[config.mk]
export PLATFORM = sky130hd
export DESIGN_NAME = dcache_ctrl
export DESIGN_NICKNAME = d
export VERILOG_FILES = /design/src/rtl/dcache_ctrl.sv
export SDC_FILE = /design/constraint.sdc
export NUM_CORES = 1
export LEC_CHECK = 0
export CORE_ASPECT_RATIO = 1.4
export CORE_MARGIN = 3
export CORE_UTILIZATION = 35
export CTS_BUF_LIST = sky130_fd_sc_hd__clkbuf_8
export CTS_CLUSTER_DIAMETER = 100
export DETAILED_ROUTE_END_ITERATION = 10
export PLACE_DENSITY = 0.7
export SYNTH_ARGS = -nofsm -noshare
export SYNTH_HDL_FRONTEND = slang
export SYNTH_SLANG_ARGS = --single-unit
[constraint.sdc]
create_clock -name clk -period 2.7 [get_ports clk]
set_clock_uncertainty 0.2 [all_clocks]
set_input_delay 0.54 -clock clk [delete_from_list [all_inputs] [get_ports clk]]
set_output_delay 0.54 -clock clk [all_outputs]
set_load 0.03 [all_outputs]
[src/rtl/dcache_ctrl.sv]
// rtl/dcache_ctrl.sv - direct-mapped L1 D-cache miss controller in front of D_SRAM
// Looks up each CPU access, writes back dirty victims, refills from next level, then replays.
module dcache_ctrl #(
    parameter int TAG_W     = 3,
    parameter int IDX_W     = 1,
    parameter int BLK_BYTES = 8
) (
    input  logic                                     clk,
    input  logic                                     rst,
    input  logic                                     cpu_ren,
    input  logic                                     cpu_wen,
    input  logic [TAG_W+IDX_W+$clog2(BLK_BYTES)-1:0] cpu_addr,
    input  logic [31:0]                              cpu_wdata,
    input  logic [3:0]                               cpu_be,
    output logic [31:0]                              cpu_rdata,
    output logic                                     cpu_stall,
    output logic                                     sram_ren,
    output logic                                     sram_wen,
    output logic                                     sram_memWen,
    output logic [BLK_BYTES-1:0]                     sram_bytes,
    output logic [TAG_W+IDX_W-1:0]                   sram_baddr,
    output logic [8*BLK_BYTES-1:0]                   sram_din,
    input  logic                                     sram_hit,
    input  logic                                     sram_dirty,
    input  logic [8*BLK_BYTES-1:0]                   sram_dout,
    output logic                                     mem_req,
    output logic                                     mem_we,
    output logic [TAG_W+IDX_W-1:0]                   mem_addr,
    output logic [8*BLK_BYTES-1:0]                   mem_wdata,
    input  logic [8*BLK_BYTES-1:0]                   mem_rdata,
    input  logic                                     mem_ready
);
    localparam int OFF_W    = $clog2(BLK_BYTES);
    localparam int ADDR_W   = TAG_W + IDX_W + OFF_W;
    localparam int BLK_BITS = 8 * BLK_BYTES;
    localparam int WPB      = BLK_BYTES / 4;
    localparam int WORD_W   = OFF_W - 2;
    localparam int NSETS    = 1 << IDX_W;
    localparam int BA_W     = TAG_W + IDX_W;

    localparam logic [1:0] S_IDLE = 2'd0;
    localparam logic [1:0] S_WB   = 2'd1;
    localparam logic [1:0] S_RF   = 2'd2;
    localparam logic [1:0] S_FILL = 2'd3;

    logic [1:0]          state_q, state_d;
    logic [TAG_W-1:0]    tag_q, tag_d;
    logic [IDX_W-1:0]    idx_q, idx_d;
    logic [BA_W-1:0]     vaddr_q, vaddr_d;
    logic [BLK_BITS-1:0] victim_q, victim_d;
    logic [BLK_BITS-1:0] fill_q, fill_d;
    logic [TAG_W-1:0]    shadow_tag_q [NSETS];
    logic [TAG_W-1:0]    shadow_tag_d [NSETS];
    logic [NSETS-1:0]    valid_q, valid_d;

    logic                req;
    logic [TAG_W-1:0]    req_tag;
    logic [IDX_W-1:0]    req_idx;
    logic [WORD_W-1:0]   req_word;
    logic                addr_lsb_unused;

    assign req             = cpu_ren | cpu_wen;
    assign req_tag         = cpu_addr[ADDR_W-1 -: TAG_W];
    assign req_idx         = cpu_addr[OFF_W +: IDX_W];
    assign req_word        = cpu_addr[OFF_W-1:2];
    assign addr_lsb_unused = ^cpu_addr[1:0];

    // Outputs are forced to zero while reset is held so nothing leaks from a held CPU request.
    always_comb begin
        state_d      = state_q;
        tag_d        = tag_q;
        idx_d        = idx_q;
        vaddr_d      = vaddr_q;
        victim_d     = victim_q;
        fill_d       = fill_q;
        shadow_tag_d = shadow_tag_q;
        valid_d      = valid_q;
        cpu_rdata    = '0;
        cpu_stall    = 1'b0;
        sram_ren     = 1'b0;
        sram_wen     = 1'b0;
        sram_memWen  = 1'b0;
        sram_bytes   = '0;
        sram_baddr   = '0;
        sram_din     = '0;
        mem_req      = 1'b0;
        mem_we       = 1'b0;
        mem_addr     = '0;
        mem_wdata    = '0;
        if (rst) begin
            case (state_q)
                S_IDLE: begin
                    if (req) begin
                        sram_ren   = 1'b1;
                        sram_baddr = {req_tag, req_idx};
                        if (sram_hit) begin
                            if (cpu_wen) begin
                                sram_wen   = 1'b1;
                                sram_bytes = BLK_BYTES'(cpu_be) << {req_word, 2'b00};
                                sram_din   = {WPB{cpu_wdata}};
                            end else begin
                                cpu_rdata = sram_dout[{req_word, 5'b00000} +: 32];
                            end
                        end else begin
                            cpu_stall = 1'b1;
                            tag_d     = req_tag;
                            idx_d     = req_idx;
                            // The shadow tag names the victim; D_SRAM only exposes its data and dirty bit.
                            if (sram_dirty && valid_q[req_idx]) begin
                                victim_d = sram_dout;
                                vaddr_d  = {shadow_tag_q[req_idx], req_idx};
                                state_d  = S_WB;
                            end else begin
                                state_d = S_RF;
                            end
                        end
                    end
                end
                S_WB: begin
                    cpu_stall = 1'b1;
                    mem_req   = 1'b1;
                    mem_we    = 1'b1;
                    mem_addr  = vaddr_q;
                    mem_wdata = victim_q;
                    if (mem_ready) begin
                        state_d = S_RF;
                    end
                end
                S_RF: begin
                    cpu_stall = 1'b1;
                    mem_req   = 1'b1;
                    mem_addr  = {tag_q, idx_q};
                    if (mem_ready) begin
                        fill_d  = mem_rdata;
                        state_d = S_FILL;
                    end
                end
                S_FILL: begin
                    cpu_stall           = 1'b1;
                    sram_memWen         = 1'b1;
                    sram_baddr          = {tag_q, idx_q};
                    sram_din            = fill_q;
                    sram_bytes          = '1;
                    shadow_tag_d[idx_q] = tag_q;
                    valid_d[idx_q]      = 1'b1;
                    state_d             = S_IDLE;
                end
                default: state_d = S_IDLE;
            endcase
        end
    end

    always_ff @(posedge clk or negedge rst) begin
        if (!rst) begin
            state_q  <= S_IDLE;
            tag_q    <= '0;
            idx_q    <= '0;
            vaddr_q  <= '0;
            victim_q <= '0;
            fill_q   <= '0;
            valid_q  <= '0;
            for (int i = 0; i < NSETS; i++) begin
                shadow_tag_q[i] <= '0;
            end
        end else begin
            state_q      <= state_d;
            tag_q        <= tag_d;
            idx_q        <= idx_d;
            vaddr_q      <= vaddr_d;
            victim_q     <= victim_d;
            fill_q       <= fill_d;
            valid_q      <= valid_d;
            shadow_tag_q <= shadow_tag_d;
        end
    end
endmodule

==> results of run 1 <==
how the worst max path moves through the flow:
stage / slack [ps] / end
6_report: -100 / sram_din[45]
5_1_grt: -190 / sram_din[45]
4_1_cts: -130 / cpu_rdata[31]
3_5_place_dp: -120 / sram_bytes[3]
3_3_place_gp: -100 / sram_bytes[3]
2_1_floorplan: 130 / sram_din[10]
layout make-up:
cell class | count | area, um^2
multi-input combinational | 507 | 4070
timing repair buffer | 400 | 4040
clock inverter | 15 | 97.6
tap | 256 | 320
inverter | 3 | 11.3
fill | 1778 | 8440
clock buffer | 17 | 234
sequential | 146 | 3650
cell usage after synthesis (all sizes together):
library cell,instances
ha,5
a21boi,1
nand2b,6
inv,3
o21ba,1
nand3,1
and3,65
a22oi,8
nor2,50
buf,26
o21ai,4
o22a,1
o2bb2ai,1
mux2,139
mux2i,36
nand4b,2
and2,6
dfrtp,146
o21a,1
a21oi,70
a31oi,5
nor2b,2
o21bai,1
clkbuf,30
nand2,102
cells by family after synthesis:
group,share of synthesized area
AO/OA/AOI/OAI,0.0678
flip-flops,0.484
multiplexers,0.255
adder cells (fa/ha/maj),0.00829
AND/OR/NAND/NOR,0.147
buffers and inverters,0.0381
timing repair:
item,CTS,global route
gates resized for setup,42,159
setup endpoints to repair,166,166
hold buffers,3,0
setup buffers,3,3
endpoints found under the hold margin,64,0
gates cloned,1,6
pin swaps,4,35
flip-flops by register name, summed over array words and instances (netlist names):
register / cells
state_q: 2
vaddr_q: 4
fill_q: 64
shadow_tag_q: 6
victim_q: 64
tag_q: 3
idx_q: 1
valid_q: 2
stage by stage:
step	total power, mW	instances	instance area (um^2)
2_1_floorplan	5.99	712	7550
3_3_place_gp	7.20	1296	11100
3_5_place_dp	7.30	1296	11100
4_1_cts	9.00	1335	11700
5_1_grt	9.80	1344	12400
6_report	9.22	1344	12400
power by group through the flow:
stage          Combinational [mW]  Sequential [mW]  Clock (mW)
2_1_floorplan                2.38             3.61           0
3_3_place_gp                 3.48             3.72           0
3_5_place_dp                 3.53             3.77           0
4_1_cts                      3.73             3.73        1.54
5_1_grt                      4.31             3.86        1.62
6_report                     4.01             3.74        1.47
cell usage in the layout, fill, tap and decap left out, types with 2 or more instances in the layout:
cell type and instances:
buf_16 3, clkinvlp_4 2, and2_1 4, mux2_2 133, clkinv_4 5, clkinv_2 7
buf_4 130, a22oi_1 8, o21ai_0 4, mux2_1 6, dfrtp_1 146, mux2i_1 36
inv_2 2, clkdlybuf4s50_1 173, nor2_4 31, a31oi_1 5, buf_6 70, nor2_2 4
nand2_2 15, inv_1 2, nand2_1 86, a21oi_1 38, clkbuf_16 5, ha_2 3
dlygate4sd3_1 2, and3_1 64, clkbuf_8 17, nand2b_1 5, buf_12 15, nor2_1 15
a21oi_2 31
worst max-delay path: stages, from the launching register on:
cell	delay, ps
dfrtp_1	410
inv_2	100
ha_4	170
and3_4	190
buf_12	150
clkbuf_16	170
nand2_2	100
a21oi_2	170
buf_6	150
metal layers:
| metal | part of all wire | track usage | up-vias | wire length [um] |
|---|---|---|---|---|
| li1 | - | - | 3202 | - |
| met1 | 0.37 | 0.218 | 3326 | 9510 |
| met2 | 0.51 | 0.351 | 298 | 13300 |
| met3 | 0.10 | 0.0754 | 34 | 2620 |
| met4 | 0.019 | 0.0678 | 2 | 491 |
| met5 | 0.00039 | 0 | - | 10 |
==> out/metrics.yaml, run 1 <==
io_buffers: 357
ir_drop_v: 0.000401
clock_latency_ps: 440
initial_core_util: 0.362
crit_fanout: 9
maxCapViolCount: 0
synth_top_area_cell: "dfrtp_1"
p_leak_nw: 5.73
floorplan.rows: 62
clkTransAtPathRegs_ps: 80
drt_iter0_drc: 271
drc: 0
cp_data_arrival_time_ps: 2060
synth_seq_area_share: 0.484
cts.sinks: 146
synth_cells: 712
vias_per_cell: 5.11
die_w_um: 130
die_area_um2: 23400
cts_buffers: 17
cts_root_buf: "clkbuf_8"
drt_wl_total_mm: 26.0
grt_max_degree: 127
p_int_mw: 5.84
finalHoldViolCount: 0
grt_pass1_wl_mm: 36.7
cts_tree: "yes"
crit_type: "reg -> out"
worst_slack_ps: -98.6
synth_top_area_share: 0.484
areaGrowthSynthToFinish_pct: 64.6
crit-reg2reg-launch: "state_q[1]"
grt_pass1_vias: 6868
io_pins: 360
clockPowerShare: 0.160
setup_tns_ps: -4070
h-tree-depth: 4
period_share: 1.04
ys_ff_latch: 146
gp_congestion: 0.786
fin_crit_ps: 2800
dp_hpwl_mm: 17.3
fin_util: 0.595
layout.nets: 1258
yosysUniqueCellTypes: 32
synth_area_um2: 7550
failed_checks: "setup timing"
fmax_mhz: 357
ys_top_cells_by_area: "dfrtp_1, mux2_2, and3_1"
syn_nets: 895
r2r_slack_ps: 640
final_layout_size_suffix_gt1_frac: 0.446
die_y_um: 180
post_drt_wl_per_cell_um: 19.3
crit_start: "state_q[0]"
comb_power_share: 0.435
dp_worst_setup_slack_ps: -117
finalSetupViolCount: 137
core-area_um2: 20900
status: "complete, but fails checks"
yosys_warnings: 0
crit_required_ps: 1960
slew-limit-headroom: 0.416
rsz0062_at_grt: "yes"
seqPwrFrac: 0.405
critPathLaunchType: "flip-flop"
antenna_left: 0
gr-total-overflow: 0
slew_viol_final: 0
switching_share: 0.366
syn_area_per_cell_um2: 10.6
whs_ps: 2.94
n_antenna_cell: 0
power.density_nw_per_um2: 742
dr.pass1.iters: 4
track_usage: 0.200
num_vias: 6862
end_kind: "primary output"
cts_buffer_depth: 2
reg2regPathDepth: 6
min_path_type: "in -> async"
timing.rr.end: "shadow_tag_q[3]"
worstMarginPinSlew_ps: 873
switchingPower_mw: 3.38
antenna_found_initial: 1
No activity file was read; power rests on OpenSTA's default activity.
==> inputs of run 2 (changes only) <==
==> constraint.sdc (replaced) <==
create_clock -name clk -period 3.2 [get_ports clk]
set_clock_uncertainty 0.2 [all_clocks]
set_input_delay 0.64 -clock clk [delete_from_list [all_inputs] [get_ports clk]]
set_output_delay 0.64 -clock clk [all_outputs]
set_load 0.03 [all_outputs]
==> run 2 against run 1 <==
Against the previous run: the run now ends clean; die area is the same; flip-flop and latch count is the same; clock power grew 8%; wire length shrank 6.5%; utilization shrank 4.1 points; critical path depth shrank 1; final area shrank 6.8%; final cell count shrank 1.0%; global-route usage shrank 0.051 points.
==> out/metrics.yaml, run 2 (synthesis results as in run 1) <==
status: "finished clean"
p_int_mw: 5.08  # -13%
initial_core_util: 0.362  # unchanged
cp_slowest_stage_delay_ps: 420  # about the same
dr.pass1.iters: 5  # +1
crit_required_ps: 2360  # +400 ps
io_pins: 360  # unchanged
grt_max_degree: 81  # -36%
antenna_found_initial: 1  # unchanged
finalSetupViolCount: 0  # -100%
fin_crit_ps: 3030
final_layout_size_suffix_gt1_frac: 0.345  # -0.101
power.density_nw_per_um2: 669  # -9.8%
vias_per_cell: 4.99  # -2.2%
cts_root_buf: "clkbuf_8"
drt_iter0_drc: 268  # -1.1%
cts_buffer_depth: 2  # unchanged
layout.nets: 1244  # -1.1%
switchingPower_mw: 2.67  # -21%
critPathSlowestCell: "dfrtp_1"
final_cell_mix: "clkdlybuf4s50_1, buf_4, dfrtp_1, mux2_2, nand2_1"
die_w_um: 130  # unchanged
drt_wl_total_mm: 24.3  # -6.5%
die_y_um: 180  # unchanged
n_antenna_cell: 0  # unchanged
num_vias: 6643  # -3.2%
end_kind: "primary output"
grt_pass1_vias: 6720  # -2.2%
h-tree-depth: 4  # unchanged
grt_pass1_wl_mm: 36.5  # -0.68%
clockPowerShare: 0.206  # +0.046
antenna_left: 0  # unchanged
drc: 0  # unchanged
comb_power_share: 0.387  # -0.048
instances_no_fill: 1330  # -1.0%
ir_drop_v: 0.000308  # -23%
clock_latency_ps: 450  # about the same
slew-limit-headroom: 0.426  # +0.0101
p_total_mw: 7.75  # -16%
cp_data_arrival_time_ps: 2190  # +130 ps
switching_share: 0.345  # -0.0217
areaGrowthSynthToFinish_pct: 53.4
dp.cells: 1295  # -0.077%
path_cells: "inv_1 > ha_4 > and3_2 > buf_12 > nand2_1 > a21oi_1 > buf_4"
critPathLaunchType: "flip-flop"
p_leak_nw: 5.59  # -2.4%
die_area_um2: 23400  # unchanged
slew_viol_final: 0  # unchanged
cts_tree: "yes"
crit_type: "reg -> out"
cts.sinks: 146  # unchanged
floorplan.rows: 62  # unchanged
largestRegisters: "fill_q x64, victim_q x64, shadow_tag_q x6"
seqPwrFrac: 0.408  # +0.003
worstMarginPinSlew_ps: 860  # -12.2 ps
rsz0062_at_grt: "no"
io_buffers: 357  # unchanged
period_share: 0.946
maxCapViolCount: 0  # unchanged
finalHoldViolCount: 0  # unchanged
cts_buffers: 17  # unchanged
fmax_mhz: 331
gp_congestion: 0.773  # -1.7%
gr-total-overflow: 0  # unchanged
track_usage: 0.200  # -0.000513
crit_fanout: 28  # +19
dp_hpwl_mm: 17.7  # +2.8%
clkTransAtPathRegs_ps: 90  # about the same
post_drt_wl_per_cell_um: 18.2  # -5.6%
core-area_um2: 20900  # unchanged
min_path_type: "in -> async"
setup_tns_ps: 0  # +4070 ps
## run 2: final timing paths
check	slack, ps	end	depth (start not counted)	startpoint
max in group asynchronous	1640	victim_q[56]	2	rst
min in group clk	290	valid_q[0]	1	valid_q[0]
worst max register to register	870	victim_q[62]	6	state_q[1]
worst min register to register	290	valid_q[0]	1	valid_q[0]
worst max-delay path	170	sram_din[30]	7	state_q[1]
worst min-delay path	90	victim_q[18]	2	rst
## run 2: what timing repair did
item                                    4_1_cts  5_1_grt
endpoints found under the hold margin        14        0
endpoints found under the setup margin       79       63
hold buffers                                  2        0
gates resized for setup                      10        9
setup buffers                                 0        1
## run 2: metrics by stage
| step | util | hold slack (ps) | setup WS (ps) | area, um^2 |
|---|---|---|---|---|
| CTS | 0.553 | 52.8 | 28.9 | 11500 |
| detailed placement | 0.530 | 256 | 88.3 | 11100 |
| global route | 0.555 | 82.7 | 6.89 | 11600 |
| floorplan | - | 144 | 527 | 7550 |
| finish | 0.555 | 87.6 | 174 | 11600 |
| global placement | 0.530 | 249 | 134 | 11100 |
## run 2: critical path: cells and delay by family (launching register included)
family	cells	cell delay [ps]
AOI/OAI and AO/OA	1	160
adders and majority gates	1	200
buffers and inverters	3	550
and+or+nand+nor	2	390
DFF	1	420
## run 2: layout make-up
cell class | instances | area [um^2]
clock buffer | 18 | 248
multi-input combinational | 507 | 3650
inverter | 3 | 11.3
sequential | 146 | 3650
clock inverter | 14 | 189
timing repair buffer | 386 | 3510
fill | 1896 | 9290
tap | 256 | 320
## run 2: power by group through the flow
stage	clock network (mW)	logic (mW)	registers, mW
finish	1.59	3.00	3.16
global route	1.72	3.25	3.28
CTS	1.65	3.02	3.16
detailed placement	0	2.99	3.19
global placement	0	2.94	3.14
floorplan	0	2.01	3.05
## run 2: per-layer routing
layer	global-route usage	share of wire	vias to the layer above	wire [um]
met3	0.0739	0.10	27	2530
met4	0.0749	0.020	2	480
met5	0	0.00045	-	11
met2	0.341	0.50	289	12000
met1	0.224	0.38	3164	9220
li1	-	-	3161	-
